[src/rtl/sort_pkg.sv]
// Shared definitions for the sort blocks: default frame geometry and the serializer state encoding.
package sort_pkg;
    localparam int SORT_DEPTH = 8;
    localparam int SORT_WIDTH = 32;

    typedef enum logic [0:0] {
        IDLE   = 1'b0,
        STREAM = 1'b1
    } sort_state_t;
endpackage

[src/rtl/sort_serializer_if.sv]
// Frame-in / word-out bundle of the sort serializer; master drives the frame and the sink ready.
interface sort_serializer_if #(
    parameter int DEPTH = sort_pkg::SORT_DEPTH,
    parameter int WIDTH = sort_pkg::SORT_WIDTH
);
    logic             valid_in;
    logic [WIDTH-1:0] seq_in [0:DEPTH-1];
    logic             reverse;
    logic             in_ready;
    logic             out_valid;
    logic [WIDTH-1:0] out_data;
    logic             out_last;
    logic             out_ready;
    logic             overrun;

    modport master (
        output valid_in, seq_in, reverse, out_ready,
        input  in_ready, out_valid, out_data, out_last, overrun
    );

    modport slave (
        input  valid_in, seq_in, reverse, out_ready,
        output in_ready, out_valid, out_data, out_last, overrun
    );
endinterface

[src/rtl/sort_serializer.sv]
// Captures a DEPTH-word frame in one cycle and streams it word by word, first word 1 cycle after capture.
// Output holds while out_ready=0; a frame offered while busy is dropped and flagged in sticky overrun.
module sort_serializer
    import sort_pkg::*;
#(
    parameter int DEPTH = SORT_DEPTH,
    parameter int WIDTH = SORT_WIDTH
) (
    input  logic             clk,
    input  logic             rst,
    sort_serializer_if.slave bus
);
    localparam int IW = (DEPTH > 1) ? $clog2(DEPTH) : 1;
    localparam logic [IW-1:0] LAST_FWD = IW'(DEPTH - 1);

    sort_state_t      r_state;
    sort_state_t      w_state_nxt;
    logic [WIDTH-1:0] r_buf [DEPTH];
    logic [IW-1:0]    r_idx;
    logic [IW-1:0]    w_idx_nxt;
    logic             r_rev;
    logic             r_overrun;
    logic             w_idle;
    logic             w_beat;
    logic             w_is_last;

    assign w_idle    = (r_state == IDLE);
    assign w_beat    = (r_state == STREAM) && bus.out_ready;
    // Final index depends on the direction latched with the frame, not the live input.
    assign w_is_last = r_rev ? (r_idx == '0) : (r_idx == LAST_FWD);

    always_comb begin
        w_state_nxt = r_state;
        w_idx_nxt   = r_idx;
        case (r_state)
            IDLE: begin
                if (bus.valid_in) begin
                    w_state_nxt = STREAM;
                    w_idx_nxt   = bus.reverse ? LAST_FWD : '0;
                end
            end
            STREAM: begin
                if (w_beat) begin
                    if (w_is_last) begin
                        w_state_nxt = IDLE;
                    end else if (r_rev) begin
                        w_idx_nxt = r_idx - 1'b1;
                    end else begin
                        w_idx_nxt = r_idx + 1'b1;
                    end
                end
            end
            default: w_state_nxt = IDLE;
        endcase
    end

    always_ff @(posedge clk or posedge rst) begin
        if (rst) begin
            r_state   <= IDLE;
            r_idx     <= '0;
            r_rev     <= 1'b0;
            r_overrun <= 1'b0;
            for (int i = 0; i < DEPTH; i++) begin
                r_buf[i] <= '0;
            end
        end else begin
            r_state <= w_state_nxt;
            r_idx   <= w_idx_nxt;
            if (w_idle && bus.valid_in) begin
                r_rev <= bus.reverse;
                for (int i = 0; i < DEPTH; i++) begin
                    r_buf[i] <= bus.seq_in[i];
                end
            end
            if (bus.valid_in && !w_idle) begin
                r_overrun <= 1'b1;
            end
        end
    end

    assign bus.in_ready  = w_idle;
    assign bus.out_valid = !w_idle;
    assign bus.out_data  = w_idle ? '0 : r_buf[r_idx];
    assign bus.out_last  = !w_idle && w_is_last;
    assign bus.overrun   = r_overrun;
endmodule

[src/flat_wrapper.sv]
// flat-port wrapper written by rule: the top's interface ports become plain ports
module sort_serializer_flat import sort_pkg::*;
#(
    parameter int DEPTH = SORT_DEPTH,
    parameter int WIDTH = SORT_WIDTH
)
  (clk, rst, bus_valid_in, bus_seq_in, bus_reverse, bus_out_ready, bus_in_ready, bus_out_valid, bus_out_data, bus_out_last, bus_overrun);
  sort_serializer_if #(.DEPTH(DEPTH), .WIDTH(WIDTH)) bus_i ();
  input  logic clk;
  input  logic rst;
  input wire logic [$bits(bus_i.valid_in)-1:0] bus_valid_in;
  input wire logic [$bits(bus_i.seq_in)-1:0] bus_seq_in;
  input wire logic [$bits(bus_i.reverse)-1:0] bus_reverse;
  input wire logic [$bits(bus_i.out_ready)-1:0] bus_out_ready;
  output wire logic [$bits(bus_i.in_ready)-1:0] bus_in_ready;
  output wire logic [$bits(bus_i.out_valid)-1:0] bus_out_valid;
  output wire logic [$bits(bus_i.out_data)-1:0] bus_out_data;
  output wire logic [$bits(bus_i.out_last)-1:0] bus_out_last;
  output wire logic [$bits(bus_i.overrun)-1:0] bus_overrun;
  assign bus_i.valid_in = bus_valid_in;
  assign bus_i.seq_in = {>>{bus_seq_in}};
  assign bus_i.reverse = bus_reverse;
  assign bus_i.out_ready = bus_out_ready;
  assign bus_in_ready = bus_i.in_ready;
  assign bus_out_valid = bus_i.out_valid;
  assign bus_out_data = bus_i.out_data;
  assign bus_out_last = bus_i.out_last;
  assign bus_overrun = bus_i.overrun;
  sort_serializer #(.DEPTH(DEPTH), .WIDTH(WIDTH)) u_core (.clk(clk), .rst(rst), .bus(bus_i));
endmodule
[config.mk]
export PLATFORM = sky130hd
export DESIGN_NAME = sort_serializer_flat
export DESIGN_NICKNAME = d
export VERILOG_FILES = /design/src/rtl/sort_pkg.sv /design/src/rtl/sort_serializer_if.sv /design/src/rtl/sort_serializer.sv /design/src/flat_wrapper.sv
export SDC_FILE = /design/constraint.sdc
export NUM_CORES = 1
export LEC_CHECK = 0
export CAP_MARGIN = 15
export CORE_ASPECT_RATIO = 0.7
export CORE_MARGIN = 2
export CORE_UTILIZATION = 35
export CTS_CLUSTER_DIAMETER = 80
export CTS_CLUSTER_SIZE = 28
export DETAILED_ROUTE_END_ITERATION = 8
export GPL_ROUTABILITY_DRIVEN = 0
export GPL_TIMING_DRIVEN = 0
export PLACE_DENSITY = 0.6
export SKIP_CTS_REPAIR_TIMING = 1
export SLEW_MARGIN = 20
export SYNTH_ARGS = -nofsm -noshare
export SYNTH_HDL_FRONTEND = slang
export SYNTH_SLANG_ARGS = --single-unit
export TNS_END_PERCENT = 5
[constraint.sdc]
create_clock -name clk -period 23.4 [get_ports clk]
set_clock_uncertainty 0.2 [all_clocks]
set_input_delay 4.68 -clock clk [delete_from_list [all_inputs] [get_ports clk]]
set_output_delay 4.68 -clock clk [all_outputs]
set_load 0.05 [all_outputs]
==> flow_metrics.tcl <==
set metrics [dict create \
    outcome "finished clean" \
    io_pins 297 \
    grt_overflow_total 0 \
    arrival_ns 3.24 \
    min_period_over_period_pct 34.7 \
    worst-r2r-setup-slack_ns 21.21 \
    syn_inst 704 \
    crit-reg2reg-capture "u_core.r_idx[2]" \
    postRouteAntennaNets 0 \
    flow.area_growth_from_synthesis_pct 34.2 \
    synth_flop_cell "dfrtp_1" \
    cts_buffer_depth 3 \
    design.core.area_um2 33400 \
    worst-path-max-fanout 10 \
    grt_antenna_before_repair 10 \
    tightestPinTransition_ns 0.734 \
    finalCoreUtilization_pct 47.6 \
    hp-start "u_core.bus.overrun" \
    dominant_cell_type_by_area_after_synthesis "dfrtp_1" \
    detail_route.vias_per_cell 5.09 \
    finalNetCount 1280 \
    clock-sinks 262 \
    die_h_um 158 \
    hold_ep "u_core.bus.overrun" \
    regToRegStartpoint "u_core.r_idx[1]" \
    synth.cell_area_um2 11900 \
    port_buffers 296 \
    synth_cell_types 33 \
    grt_pass1_vias 8156 \
    ys.warnings.count 0 \
    clkTransAtPathRegs_ns 0.11 \
    synth_top_cell_area_share_pct 55.3 \
    yosys-top-cells-area "dfrtp_1 (55%), mux2_2 (24%), mux4_2 (9.7%)" \
    total_nets_after_synthesis 966 \
    worstPathRequired_ns 18.52 \
    synth.most_common_cell "dfrtp_1" \
    layout-drive-gt1-share_pct 37.5 \
    start_util_pct 35.5 \
    fmax_mhz 123 \
    cap_viol_max_count 0 \
    synth-async-reset-ratio_pct 100 \
    critPathCaptureType "output port" \
    layout.filler_cells 2884 \
    timing.final.setup_violations 0 \
    cts-root-buf "clkbuf_16" \
    p_total_mw 2.32 \
    floorplan.die_area_um2 35400 \
    max-slew-margin-rel_pct 51.1 \
    drt_pre_antenna_iters 4 \
    ys_seq_area_share_pct 55.3 \
    cts_tree "yes" \
    detailedRoute.firstIterationViolations 398 \
    layout.area.seq_um2 6560 \
    postRouteWirelength_um 35300 \
    wl_per_cell_um 24.1 \
    post_synth.cell_area_avg_um2 16.8 \
    multi_input_comb_area_um2 4870 \
    ys_top_cells_by_count "dfrtp_1 (262), mux2_2 (256), mux4_2 (51), a22o_1 (32), buf_2 (19)" \
    timing.setup.critical_path_class "flip-flop to output port" \
    timing.hold.worst.class "flip-flop to flip-flop" \
    grt_usage_pct 20.3 \
    clock_insertion_delay_worst_skew_ns 0.51 \
    r2r_cells 6 \
    startpoint_kind_of_the_worst_setup_timing_path "flip-flop" \
    placement_rows 56 \
    cts_made_buffers 14 \
    unrepaired_setup_endpoints_after_global_routing "false" \
    timing.final.max_slew_violations 0 \
    grt_max_degree 99 \
    hold_depth 1 \
    grt_pass1_wl_um 52700 \
    h-tree-depth 1 \
    detail_route.drc_violations 0 \
    number_of_hold_violations_in_the_final_report 0 \
    power.leakage_nw 6.53 \
    die_width_um 224 \
    worst_ir_drop_vdd_mv 0.0751 \
    place_hpwl_um 25600 \
    number_of_synthesized_flops_with_an_enable_pin 0 \
    final_period_minus_worst_setup_slack_ns 8.12 \
    total_of_flip_flops_plus_latches_after_synthesis 262 \
    num_vias 7450 \
    power_density_nw_per_um2 146 \
    finalSetupTns_ns 0 \
]
report_power, final:
part / internal (mW) / switching, mW
combinational: 0.617 / 0.618
sequential: 0.679 / 0.112
clock: 0.135 / 0.163
registers in the layout, summed over array words and instances, names as in the netlist:
register              count
u_core.r_buf            256
u_core.r_idx              3
u_core.bus.out_valid      1
u_core.bus.overrun        1
u_core.r_rev              1
cell families (layout without fill, tap and decap cells):
| family | count (synthesis) | count (layout) | share of synthesized area (%) |
|---|---|---|---|
| DFF | 262 | 262 | 55.3 |
| buffers and inverters | 58 | 379 | 3.59 |
| muxes | 321 | 321 | 37.0 |
| and+or+nand+nor | 18 | 18 | 0.865 |
| adders and majority gates | 1 | 1 | 0.169 |
| AOI/OAI and AO/OA | 44 | 44 | 3.10 |
| other | 0 | 5 | 0 |
routing by layer:
metal / vias up / wire length, um / global-route usage (%)
met2: 212 / 15800 / 31.8
met3: 33 / 2380 / 5.20
met4: 8 / 444 / 2.95
met5: - / 56 / 0.140
met1: 3899 / 16600 / 29.0
li1: 3298 / - / -
stage by stage:
step	area (um^2)	setup slack [ns]	hold slack, ns	cells
after floorplan	11900	11.31	0.272	704
after detailed placement	15400	15.84	0.282	1437
after global routing	15900	15.16	0.322	1461
after CTS	15900	15.27	0.306	1460
after global placement	15400	7.36	0.261	1435
final	15900	15.28	0.297	1465
worst max-delay path, stage by stage (launching register included):
cell and delay (ns):
dfrtp_1 0.39, buf_2 0.24, inv_1 0.15, nor2_1 0.46
buf_2 0.42, a22o_1 0.21, clkdlybuf4s50_1 0.84
worst max-delay path by stage:
stage / slack, ns / cells past startpoint / endpoint / start
global placement: 7.36 / 2 / u_core.r_buf[142] / rst
floorplan: 11.31 / 1 / u_core.bus.out_valid / rst
CTS: 15.27 / 6 / bus_out_data[16] / u_core.bus.out_valid
finish: 15.28 / 6 / bus_out_data[16] / u_core.bus.out_valid
detailed placement: 15.84 / 6 / bus_out_data[16] / u_core.bus.out_valid
global route: 15.16 / 6 / bus_out_data[18] / u_core.bus.out_valid
layout by cell type, fill, tap and decap left out, drive strengths merged, types with 2 or more instances in the layout:
cell and count:
a31oi 2, o211ai 2, inv 8, nand2 2, and2 2, dfrtp 262, buf 53, mux2 256
diode 5, o21ai 2, clkbuf 17, nand3 3, nor2 3, clkdlybuf4s50 296, nor2b 2, mux4 64
clkinvlp 2, a22o 32, clkinv 2
area by class of cell:
type                    count  share of cell area, %
flip-flops and latches    262                   41.2
multi-input cells         384                   30.6
repair buffers            298                   19.0
well taps                 435                   3.42
plain buffers              52                   2.53
clock buffers              16                   2.45
clock inverters             7                  0.527
inverters                   6                  0.189
diodes                      5                 0.0786
(Power assumes the default switching activity.)
